## config.mk

```make
export PLATFORM = sky130hd
export DESIGN_NAME = tour_cmd
export DESIGN_NICKNAME = d
export VERILOG_FILES = /design/src/rtl/tour_cmd.sv
export SDC_FILE = /design/constraint.sdc
export NUM_CORES = 1
export LEC_CHECK = 0
export CAP_MARGIN = 20
export CORE_UTILIZATION = 38
export CTS_CLUSTER_SIZE = 28
export DETAILED_ROUTE_END_ITERATION = 10
export GPL_TIMING_DRIVEN = 0
export PLACE_DENSITY = 0.8
export SETUP_SLACK_MARGIN = 0.02
export SLEW_MARGIN = 20
export SYNTH_ARGS = -nofsm -noshare
export SYNTH_HDL_FRONTEND = slang
export SYNTH_SLANG_ARGS = --single-unit
```

## constraint.sdc

```tcl
create_clock -name clk -period 2.82 [get_ports clk]
set_clock_uncertainty 0.2 [all_clocks]
set_input_delay 0.282 -clock clk [delete_from_list [all_inputs] [get_ports clk]]
set_output_delay 0.282 -clock clk [all_outputs]
set_load 0.01 [all_outputs]
```

## src/rtl/tour_cmd.sv

```systemverilog
// Knight's-tour playback: turns each solver move into a vertical then a horizontal
// move command, and passes UART commands straight through when no tour is running.
module tour_cmd #(
  parameter int NUM_MOVES = 24
) (
  input  logic        clk,
  input  logic        rst_n,
  input  logic        start_tour,
  input  logic [7:0]  move,
  output logic [4:0]  mv_indx,
  input  logic [15:0] cmd_UART,
  input  logic        cmd_rdy_UART,
  output logic        clr_cmd_rdy_UART,
  input  logic        clr_cmd_rdy,
  input  logic        send_resp,
  output logic [15:0] cmd,
  output logic        cmd_rdy,
  output logic [7:0]  resp
);

  localparam logic [2:0] IDLE      = 3'd0;
  localparam logic [2:0] VERT      = 3'd1;
  localparam logic [2:0] VERT_HOLD = 3'd2;
  localparam logic [2:0] HORZ      = 3'd3;
  localparam logic [2:0] HORZ_HOLD = 3'd4;

  localparam logic [4:0] LAST_IDX = 5'(NUM_MOVES - 1);

  logic [2:0] state_reg, state_next;
  logic [4:0] mv_indx_reg, mv_indx_next;

  logic signed [2:0] dx, dy;
  logic [2:0]        abs_dx, abs_dy;
  logic [15:0]       vert_cmd, horz_cmd;

  always_ff @(posedge clk or negedge rst_n) begin
    if (!rst_n) begin
      state_reg   <= IDLE;
      mv_indx_reg <= 5'd0;
    end else begin
      state_reg   <= state_next;
      mv_indx_reg <= mv_indx_next;
    end
  end

  always_comb begin
    state_next   = state_reg;
    mv_indx_next = mv_indx_reg;
    case (state_reg)
      IDLE: begin
        if (start_tour) begin
          state_next   = VERT;
          mv_indx_next = 5'd0;
        end
      end
      // clr_cmd_rdy is the only way out of VERT/HORZ, so send_resp there is ignored
      VERT:      if (clr_cmd_rdy) state_next = VERT_HOLD;
      VERT_HOLD: if (send_resp)   state_next = HORZ;
      HORZ:      if (clr_cmd_rdy) state_next = HORZ_HOLD;
      HORZ_HOLD: begin
        if (send_resp) begin
          if (mv_indx_reg == LAST_IDX) begin
            state_next = IDLE;
          end else begin
            state_next   = VERT;
            mv_indx_next = mv_indx_reg + 5'd1;
          end
        end
      end
      default: state_next = IDLE;
    endcase
  end

  // One-hot move to knight offset; anything else decodes as no motion
  always_comb begin
    dx = 3'sd0;
    dy = 3'sd0;
    case (move)
      8'h01: begin dx =  3'sd1; dy =  3'sd2; end
      8'h02: begin dx = -3'sd1; dy =  3'sd2; end
      8'h04: begin dx = -3'sd2; dy =  3'sd1; end
      8'h08: begin dx = -3'sd2; dy = -3'sd1; end
      8'h10: begin dx = -3'sd1; dy = -3'sd2; end
      8'h20: begin dx =  3'sd1; dy = -3'sd2; end
      8'h40: begin dx =  3'sd2; dy = -3'sd1; end
      8'h80: begin dx =  3'sd2; dy =  3'sd1; end
      default: begin dx = 3'sd0; dy = 3'sd0; end
    endcase
  end

  assign abs_dx = dx[2] ? 3'(-dx) : 3'(dx);
  assign abs_dy = dy[2] ? 3'(-dy) : 3'(dy);

  assign vert_cmd = {4'h2, (dy > 3'sd0) ? 8'h00 : 8'h7F, 1'b0, abs_dy};
  assign horz_cmd = {4'h3, (dx > 3'sd0) ? 8'hBF : 8'h3F, 1'b0, abs_dx};

  always_comb begin
    cmd              = vert_cmd;
    cmd_rdy          = 1'b0;
    clr_cmd_rdy_UART = 1'b0;
    resp             = 8'h5A;
    case (state_reg)
      VERT:      cmd_rdy = 1'b1;
      VERT_HOLD: cmd = vert_cmd;
      HORZ: begin
        cmd     = horz_cmd;
        cmd_rdy = 1'b1;
      end
      HORZ_HOLD: begin
        cmd  = horz_cmd;
        resp = (mv_indx_reg == LAST_IDX) ? 8'hA5 : 8'h5A;
      end
      default: begin
        cmd              = cmd_UART;
        cmd_rdy          = cmd_rdy_UART;
        clr_cmd_rdy_UART = clr_cmd_rdy;
        resp             = 8'hA5;
      end
    endcase
  end

  assign mv_indx = mv_indx_reg;

endmodule

```

==> impl_metrics.json <==
{
  "final.min_clock_period_ns": 2.776,
  "cts_root_buffer": "clkbuf_4",
  "ys.flop_type": "dfrtp_1",
  "grt_use_total_pct": 22.70,
  "clock_path_buffers": 2,
  "path_class": "in -> out",
  "io_buffers": 60,
  "die_y_um": 55.03,
  "grt_pass1_vias": 1172,
  "slew-limit-headroom_pct": 65.32,
  "cts_tree": "done",
  "synth-edff-count": 0,
  "synthesis.area_mm2": 0.001069,
  "fillers": 221,
  "drive_gt1_share_pct": 28.30,
  "r2r_end": "mv_indx[3]",
  "synthArstFlopShare_pct": 100.0,
  "max_cap_viol_count": 0,
  "r2r-start": "mv_indx[0]",
  "hold_violations": 0,
  "largest_reg_flops": 5,
  "worstPathMaxFanout": 3,
  "multi_input_area_um2": 845.8,
  "postSynthAreaPerCell_um2": 7.472,
  "required_ns": 2.34,
  "areaGrowthSynthToFinish_pct": 70.96,
  "drt_iter0_markers": 11,
  "top_level_ports": 61,
  "cts_buffers": 3,
  "r2r_setup_slack_ns": 0.76,
  "synth_top_cell_by_area": "dfrtp_1",
  "rr_worst_depth": 5,
  "drc": 0,
  "finalCritPeriodShare_pct": 98.45,
  "nets": 247,
  "post-place-ws_ns": -1.027,
  "regArea_um2": 202.7,
  "synthCells": 143,
  "grt_max_degree": 13,
  "clk_latency_ns": 0.25,
  "crit_path_start": "move[5]",
  "min_path_type": "in -> async",
  "routed_via_density": 5.475,
  "crit_arrival_ns": 2.29,
  "synth.area.top_cells": "dfrtp_1 (19%), nand3_1 (6.1%), nand2_1 (6.0%)",
  "p_per_area_mw_per_mm2": 928.6,
  "ys_ff_latch": 8,
  "die-area_mm2": 0.003028,
  "status": "completed",
  "synth_warnings": 0,
  "wl_per_cell_um": 13.84,
  "power_leakage_nw": 0.7798,
  "coreArea_mm2": 0.002567,
  "place.gp.congestion": 0.8279,
  "initial_core_util_pct": 41.62,
  "rsz0062_at_grt": "yes",
  "n_antenna_cell": 0,
  "clock-sinks": 8,
  "drt_wl_total_um": 3349,
  "cp-start-kind": "input pin",
  "yosys.cell_types.count": 48,
  "grt_pass1_wl_um": 4954,
  "cts_hold_buf": 0,
  "ir_drop_mv": 0.8351,
  "h-tree-depth": 1,
  "vias": 1325,
  "die_w_um": 55.03,
  "ys_seq_area_share_pct": 18.74,
  "hpwl_um": 2502,
  "fmax_ghz": 0.3602,
  "setup_violations": 0,
  "overflow": 0,
  "antenna_found_initial": 0,
  "layout_setup_ws_ns": 0.04369,
  "tns_ns": 0,
  "fp-row-count": 18,
  "syn_nets": 176,
  "clkTransAtPathRegs_ns": 0.05,
  "drv_slew": 0,
  "synth_top_area_share_pct": 18.74,
  "ant_nets": 0,
  "worst_pin_slew_ns": 0.5178,
  "worst_setup_path_end_kind": "output port",
  "dr.pass1.iters": 4
}
[how the worst max path moves through the flow]
stage / cells after the start / endpoint
final: 10 / cmd[7]
after CTS: 10 / cmd[7]
after floorplan: 6 / cmd[4]
after global placement: 8 / cmd[5]
after detailed placement: 8 / cmd[9]
after global routing: 10 / cmd[7]
[critical path, stage by stage]
cell and delay, ns:
buf_8 0.10, or4_4 0.54, nor4_4 0.33, a21oi_2 0.08, ha_2 0.22, o31ai_4 0.29, buf_6 0.15, buf_6 0.08
nand3_2 0.07, buf_6 0.15
[logic make-up after synthesis]
family          share of synthesized area, %
compound gates                         25.29
xor+xnor                               4.919
fa+ha+maj                              3.513
buf+inv                                8.664
flops                                  18.74
mux                                    1.054
simple gates                           37.82
[cell usage in the layout, fill, tap and decap left out, types with 2 or more instances in the layout]
cell | synthesis | layout
a21boi_0 | 3 | 3
a21oi_1 | 3 | 3
a31o_2 | 2 | 2
a31oi_1 | 3 | 3
and2_1 | 5 | 5
buf_2 | 2 | 9
buf_4 | 6 | 16
buf_6 | 0 | 5
clkbuf_4 | 0 | 4
clkdlybuf4s50_1 | 0 | 42
dfrtp_1 | 8 | 6
dfrtp_2 | 0 | 2
dlygate4sd2_1 | 0 | 3
ha_1 | 3 | 2
inv_1 | 6 | 6
nand2_1 | 17 | 17
nand2b_1 | 5 | 5
nand3_1 | 13 | 12
nor2_1 | 10 | 9
nor4_1 | 3 | 2
nor4_4 | 1 | 2
nor4b_1 | 2 | 2
o2111ai_1 | 2 | 2
o211ai_1 | 4 | 4
o21a_1 | 2 | 2
o21ai_0 | 4 | 3
o22ai_1 | 2 | 2
o31ai_1 | 4 | 3
or4_1 | 2 | 2
xnor2_1 | 3 | 2
xor2_1 | 3 | 3
[layout make-up]
| type | count | area share (%) |
|---|---|---|
| multi-input cells | 117 | 46.30 |
| repair buffers | 69 | 34.66 |
| flip-flops and latches | 8 | 11.10 |
| plain buffers | 9 | 3.425 |
| well taps | 30 | 2.055 |
| clock buffers | 3 | 1.233 |
| inverters | 6 | 1.233 |
[Yosys cell counts (all sizes together) (3+ instances only)]
cell type  number
a21boi          3
a21oi           4
a31oi           3
and2            5
buf             9
clkbuf          3
dfrtp           8
ha              3
inv             6
nand2          17
nand2b          5
nand3          13
nor2           10
nor4            4
o211ai          4
o21ai           4
o31ai           4
or4             3
xnor2           3
xor2            3
[per-stage QoR]
stage	instances	cell area [µm²]	utilization, %	hold slack [ns]	power [mW]
after floorplan	143	1069	-	-0.2136	0.8601
after global placement	233	1707	66.47	0.3722	1.513
after detailed placement	233	1707	66.47	0.3793	1.549
after CTS	240	1764	68.71	0.09872	1.646
after global routing	242	1827	71.15	0.1276	1.840
final	242	1827	71.15	0.1078	1.696
[power breakdown]
group / total, mW / internal (mW) / switching, mW
logic: 1.42 / 0.764 / 0.654
clock network: 0.0845 / 0.0485 / 0.0360
registers: 0.194 / 0.140 / 0.0541
total: 1.70 / 0.953 / 0.744
[timing repair]
action                                  4_1_cts  5_1_grt
setup buffers                                 5        4
resized for setup                            63       38
endpoints found under the setup margin       22       21
pin swaps                                     4        6
hold endpoints to repair                      0        0
cloned                                        0        0
[metal layers]
metal / up-vias / track usage [%] / wire length (µm)
li1: 666 / - / -
met1: 610 / 24.42 / 1357
met2: 47 / 43.37 / 1716
met3: 2 / 3.825 / 256
met4: 0 / 8.750 / 19
met5: - / 0 / 0
Power figures use the tool's default switching activity.
